File: config.mk
export PLATFORM = sky130hd
export DESIGN_NAME = cpu_run_ctrl
export DESIGN_NICKNAME = d
export VERILOG_FILES = /design/src/rtl/cpu_dbg_pkg.sv /design/src/rtl/trace_fifo.sv /design/src/rtl/cpu_run_ctrl.sv
export SDC_FILE = /design/constraint.sdc
export NUM_CORES = 1
export LEC_CHECK = 0
export CAP_MARGIN = 10
export CORE_UTILIZATION = 24
export CTS_CLUSTER_DIAMETER = 40
export DETAILED_ROUTE_END_ITERATION = 8
export PLACE_DENSITY = 0.48
export SETUP_SLACK_MARGIN = 0.15
export SYNTH_ARGS = -nofsm -noshare
export SYNTH_HDL_FRONTEND = slang
export SYNTH_SLANG_ARGS = --single-unit
File: constraint.sdc
create_clock -name clk -period 13.9 [get_ports clk]
set_input_delay 2.78 -clock clk [delete_from_list [all_inputs] [get_ports clk]]
set_output_delay 2.78 -clock clk [all_outputs]
set_load 0.02 [all_outputs]
File: src/rtl/cpu_dbg_pkg.sv
// Shared encodings for the CPU run-control / trace slice.
package cpu_dbg_pkg;

  localparam logic [1:0] ST_RST_HOLD = 2'd0;
  localparam logic [1:0] ST_IDLE     = 2'd1;
  localparam logic [1:0] ST_RUN      = 2'd2;
  localparam logic [1:0] ST_HALT     = 2'd3;

  localparam logic [1:0] HC_NONE   = 2'd0;
  localparam logic [1:0] HC_BUDGET = 2'd1;
  localparam logic [1:0] HC_BP     = 2'd2;
  localparam logic [1:0] HC_STEP   = 2'd3;

  localparam logic [1:0] MODE_FREE = 2'd0;
  localparam logic [1:0] MODE_STEP = 2'd1;
  localparam logic [1:0] MODE_BP   = 2'd2;

  // The reserved mode code behaves as free-run.
  function automatic logic [1:0] norm_mode(input logic [1:0] m);
    return (m == 2'd3) ? MODE_FREE : m;
  endfunction

endpackage

File: src/rtl/trace_fifo.sv
// Overwrite-on-full FWFT FIFO holding the most recent executed PCs.
module trace_fifo #(
  parameter int PC_W  = 32,
  parameter int DEPTH = 16
) (
  input  logic            clk,
  input  logic            rst,
  input  logic            push,
  input  logic [PC_W-1:0] push_data,
  input  logic            pop,
  output logic [PC_W-1:0] rd_data,
  output logic            valid,
  output logic            ovf
);
  localparam int AW = $clog2(DEPTH);

  logic [PC_W-1:0] mem [DEPTH];
  logic [AW-1:0]   wr_ptr, rd_ptr;
  logic [AW:0]     count;
  logic            full, do_pop;

  assign full    = (count == (AW+1)'(DEPTH));
  assign valid   = (count != '0);
  assign do_pop  = pop && valid;
  assign rd_data = valid ? mem[rd_ptr] : '0;

  always_ff @(posedge clk)
    if (push) mem[wr_ptr] <= push_data;

  always_ff @(posedge clk) begin
    if (rst) begin
      wr_ptr <= '0;
      rd_ptr <= '0;
      count  <= '0;
      ovf    <= 1'b0;
    end else begin
      if (push) wr_ptr <= wr_ptr + 1'b1;
      // A push into a full buffer discards the oldest entry, so the read side moves too.
      if (do_pop || (push && full)) rd_ptr <= rd_ptr + 1'b1;
      if (push && full && !do_pop) ovf <= 1'b1;
      if (push && !do_pop && !full) count <= count + 1'b1;
      else if (do_pop && !push)     count <= count - 1'b1;
    end
  end

endmodule

File: src/rtl/cpu_run_ctrl.sv
// CPU reset sequencing, run/step/breakpoint control with cycle budget, and PC trace.
module cpu_run_ctrl
  import cpu_dbg_pkg::*;
#(
  parameter int PC_W        = 32,
  parameter int CYC_W       = 16,
  parameter int RST_CYCLES  = 4,
  parameter int TRACE_DEPTH = 16,
  parameter int NUM_BP      = 2
) (
  input  logic                   clk,
  input  logic                   rst,
  input  logic [1:0]             mode,
  input  logic                   start,
  input  logic                   step,
  input  logic [CYC_W-1:0]       run_max,
  input  logic [NUM_BP*PC_W-1:0] bp_addr,
  input  logic [NUM_BP-1:0]      bp_en,
  input  logic [PC_W-1:0]        cpu_pc,
  output logic                   cpu_rst,
  output logic                   cpu_en,
  output logic [1:0]             state,
  output logic [1:0]             halt_cause,
  output logic [CYC_W-1:0]       cycle_cnt,
  input  logic                   trace_rd,
  output logic [PC_W-1:0]        trace_data,
  output logic                   trace_valid,
  output logic                   trace_ovf
);
  localparam int RCW = (RST_CYCLES > 1) ? $clog2(RST_CYCLES) : 1;

  logic [RCW-1:0]    rst_cnt;
  logic [1:0]        mode_q;
  logic              resume_q;
  logic [NUM_BP-1:0] bp_match;
  logic              bp_hit, budget_hit, go_idle, go_halt;
  logic [CYC_W-1:0]  cnt_inc;

  for (genvar i = 0; i < NUM_BP; i++) begin : g_bp
    assign bp_match[i] = bp_en[i] && (bp_addr[i*PC_W +: PC_W] == cpu_pc);
  end

  // The resume flag lets the instruction parked on a breakpoint execute once.
  assign bp_hit     = (state == ST_RUN) && (mode_q == MODE_BP) && (|bp_match) && !resume_q;
  assign cpu_en     = (state == ST_RUN) && !bp_hit;
  assign cpu_rst    = (state == ST_RST_HOLD);
  assign cnt_inc    = (&cycle_cnt) ? cycle_cnt : cycle_cnt + 1'b1;
  assign budget_hit = (run_max != '0) && (cnt_inc == run_max);
  assign go_idle    = (norm_mode(mode) == MODE_STEP) ? (start || step) : start;
  assign go_halt    = start || (step && (mode_q == MODE_STEP));

  always_ff @(posedge clk) begin
    if (rst) begin
      state      <= ST_RST_HOLD;
      rst_cnt    <= '0;
      halt_cause <= HC_NONE;
      cycle_cnt  <= '0;
      mode_q     <= MODE_FREE;
      resume_q   <= 1'b0;
    end else begin
      case (state)
        ST_RST_HOLD: begin
          if (rst_cnt == RCW'(RST_CYCLES-1)) state <= ST_IDLE;
          else                               rst_cnt <= rst_cnt + 1'b1;
        end
        ST_IDLE: begin
          if (go_idle) begin
            state      <= ST_RUN;
            cycle_cnt  <= '0;
            halt_cause <= HC_NONE;
            mode_q     <= norm_mode(mode);
            resume_q   <= 1'b0;
          end
        end
        ST_RUN: begin
          resume_q <= 1'b0;
          if (bp_hit) begin
            state      <= ST_HALT;
            halt_cause <= HC_BP;
          end else begin
            cycle_cnt <= cnt_inc;
            if (budget_hit) begin
              state      <= ST_HALT;
              halt_cause <= HC_BUDGET;
            end else if (mode_q == MODE_STEP) begin
              state      <= ST_HALT;
              halt_cause <= HC_STEP;
            end
          end
        end
        default: begin
          if (go_halt) begin
            state      <= ST_RUN;
            halt_cause <= HC_NONE;
            // An exhausted budget starts afresh; other halts keep counting.
            if (halt_cause == HC_BUDGET) cycle_cnt <= '0;
            mode_q     <= norm_mode(mode);
            resume_q   <= 1'b1;
          end
        end
      endcase
    end
  end

  trace_fifo #(.PC_W(PC_W), .DEPTH(TRACE_DEPTH)) u_trace (
    .clk       (clk),
    .rst       (rst),
    .push      (cpu_en),
    .push_data (cpu_pc),
    .pop       (trace_rd),
    .rd_data   (trace_data),
    .valid     (trace_valid),
    .ovf       (trace_ovf)
  );

endmodule

==> qor.yml <==
outcome: "finished clean"
synth.distinct_cells: 69
syn_nets: 1365
synth_top_area_share_pct: 66.3
worstPathRequired_ns: 11.12
io_buffer_count: 176
grt_util_all_layers_pct: 14.0
tns_ns: 0
areaGrowthSynthToFinish_pct: 28.3
synth_common_cells: "edfxtp_1 (512), mux4_2 (160), xnor2_1 (74)"
finalClockSkew_ns: 0.0524
p_total_uw: 5450
reg2reg_slack_ns: 9.37
clkSlewWorstSetupHoldPaths_ns: 0.04
ctsLongestPathBuffers: 3
drive_above_1_share_pct: 24.7
ys_seq_area_share_pct: 70.0
maxCapViolations: 0
final_max_slew_viol_count: 0
gp_congestion: 0.841
rsz0062_at_grt: "no"
grt_overflow: 0
layout_setup_ws_ns: 4.48
end_kind: "primary output"
fin_crit_ns: 9.42
ff2ff_path_depth: 15
hp-start: "mode_q[1]"
hold_class: "flop to flop"
start_kind: "primary input"
vias: 12900
insertion_delay_ns: 0.63
cts_root_buffer: "clkbuf_16"
cts.htree.levels: 3
p_comb_share_pct: 22.1
initial_core_util_pct: 24.3
p_per_area_nw_per_um2: 183
min_to: "mode_q[1]"
p_switching_uw: 1500
seqPwrFrac_pct: 35.7
max_freq_mhz: 106
rr_endpoint: "u_trace.count[4]"
cts_buffers: 89
hold_buffers: 0
finalHoldViolations: 0
syn_area_um2: 23200
yosys_warnings: 0
die_w_um: 313
grt_pass1_vias: 13600
min_path_cells: 2
cp.arrival_ns: 6.64
ant_nets: 0
pwr-share-clk_pct: 42.1
vdd_drop_max_mv: 0.0885
min_period_over_period_pct: 67.8
wire_per_inst_um: 24.5
startpoint: "cpu_pc[21]"
synth-seq-cells: 555
path_class: "primary input to primary output"
core_area_um2: 95300
sw_frac_of_total_pct: 27.4
cp_max_fo: 18
rows: 113
syn_inst: 1229
avgViaCountPerCell: 4.61
yosysTopAreaCell: "edfxtp_1"
die_h_um: 313
synth-edff-count: 512
cts_tree: "done"
r2r_start: "mode_q[1]"
nNetsFinal: 1597
clkSinkCount: 555
dp_slack_ns: 4.59
max_slew.worst_pin.slew_ns: 1.11
dieArea_um2: 97900
slew_headroom_pct: 26.1
design.portCount: 177
drtIter0Drc: 1153
cts.repair.resized: 0
antenna_found_initial: 15
dr.pass1.iters: 5
asyncSetResetFlopFracSynth_pct: 0
cellLeakagePower_uw: 0.00909
hpwl_um: 40200
post_cts_buffers: 0
grt_pass1_wl_um: 98400
drc: 0
yosysMostFrequentCell: "edfxtp_1"
finalWirelength_um: 68700
synthTopCellsByArea: "edfxtp_1 (66%), mux4_2 (16%), dfxtp_1 (3.7%), xnor2_1 (2.8%), and2_1 (0.92%)"
timing.hold.ws_ns: 0.495
grt_max_degree: 68
setup_viol: 0
synth.avg_cell_area_um2: 18.9
synth-main-ff-cell: "edfxtp_1"
internal_power_uw: 3960
power groups by stage:
stage          clock network [uW]  logic (uW)  registers [uW]
6_report                     2300        1210            1950
5_1_grt                      2410        1310            1960
4_1_cts                      2350        1240            1950
3_5_place_dp                    0        1230            1980
3_3_place_gp                    0        1230            1980
2_1_floorplan                   0         809            1930
registers in the layout, indices dropped and copies added, names as in the netlist, 2 cells and up, named ones only:
name and count:
u_trace.mem 512, u_trace.count 5, cycle_cnt 16, rst_cnt 2, state 2, mode_q 2
u_trace.rd_ptr 4, u_trace.wr_ptr 4, halt_cause 2
logic make-up (layout without fill, tap and decap cells):
logic type	Yosys count	after routing	share of synthesized area, %
flip-flops	555	555	70.0
other	0	1	0
multiplexers	170	170	16.0
adder cells (fa/ha/maj)	15	15	0.842
XOR/XNOR	88	88	3.32
AND/OR/NAND/NOR	230	230	5.62
buffers and inverters	78	383	1.43
AO/OA/AOI/OAI	93	93	2.79
per-stage QoR:
stage               std cells  area (um^2)  utilization [%]
floorplan                1229        23200                -
global placement         2635        26600             27.9
detailed placement       2635        26600             27.9
CTS                      2799        29700             31.2
global route             2799        29700             31.2
finish                   2800        29800             31.2
critical path: stages:
cell and delay (ns):
clkdlybuf4s50_1 0.82, xnor2_1 0.56, nand4_1 0.38, nor2_1 0.24, a41oi_1 0.35, nand2_1 0.26, clkinv_1 0.47, clkdlybuf4s50_1 0.75
routing by layer:
metal | up-vias | GRT usage [%] | routed length [um]
li1 | 5500 | - | -
met1 | 6798 | 19.2 | 30600
met2 | 486 | 21.0 | 30600
met3 | 110 | 5.05 | 6160
met4 | 22 | 3.30 | 1180
met5 | - | 0 | 117
worst max-delay path by stage:
stage                                    to  slack, ns
after global routing                 cpu_en       4.24
after global placement               cpu_en       4.66
after detailed placement             cpu_en       4.59
final                                cpu_en       4.48
after CTS                            cpu_en       4.57
after floorplan           u_trace.mem[0][0]       6.96
area by class of cell:
| type | instances | area [um^2] |
|---|---|---|
| timing repair buffer | 203 | 1960 |
| fill | 9302 | 65500 |
| clock buffer | 104 | 2360 |
| sequential | 555 | 16200 |
| multi-input combinational | 596 | 6740 |
| tap | 1265 | 1580 |
| antenna | 1 | 2.50 |
| clock inverter | 60 | 802 |
| inverter | 16 | 60.1 |
layout by cell type (no fill, tap or decap), drive strengths merged, types with 14 or more instances in the layout:
cell type	Yosys	routed
nand2	34	34
nor2	46	46
o21ai	15	15
edfxtp	512	512
ha	14	14
a21oi	29	29
nor4	15	15
and2	34	34
nor3	19	19
mux4	160	160
xnor2	74	74
clkinv	1	21
xor2	14	14
buf	30	27
nand4	26	26
clkdlybuf4s50	0	176
dfxtp	43	43
inv	15	30
clkbuf	32	104
No activity file was read; power rests on OpenSTA's default activity.
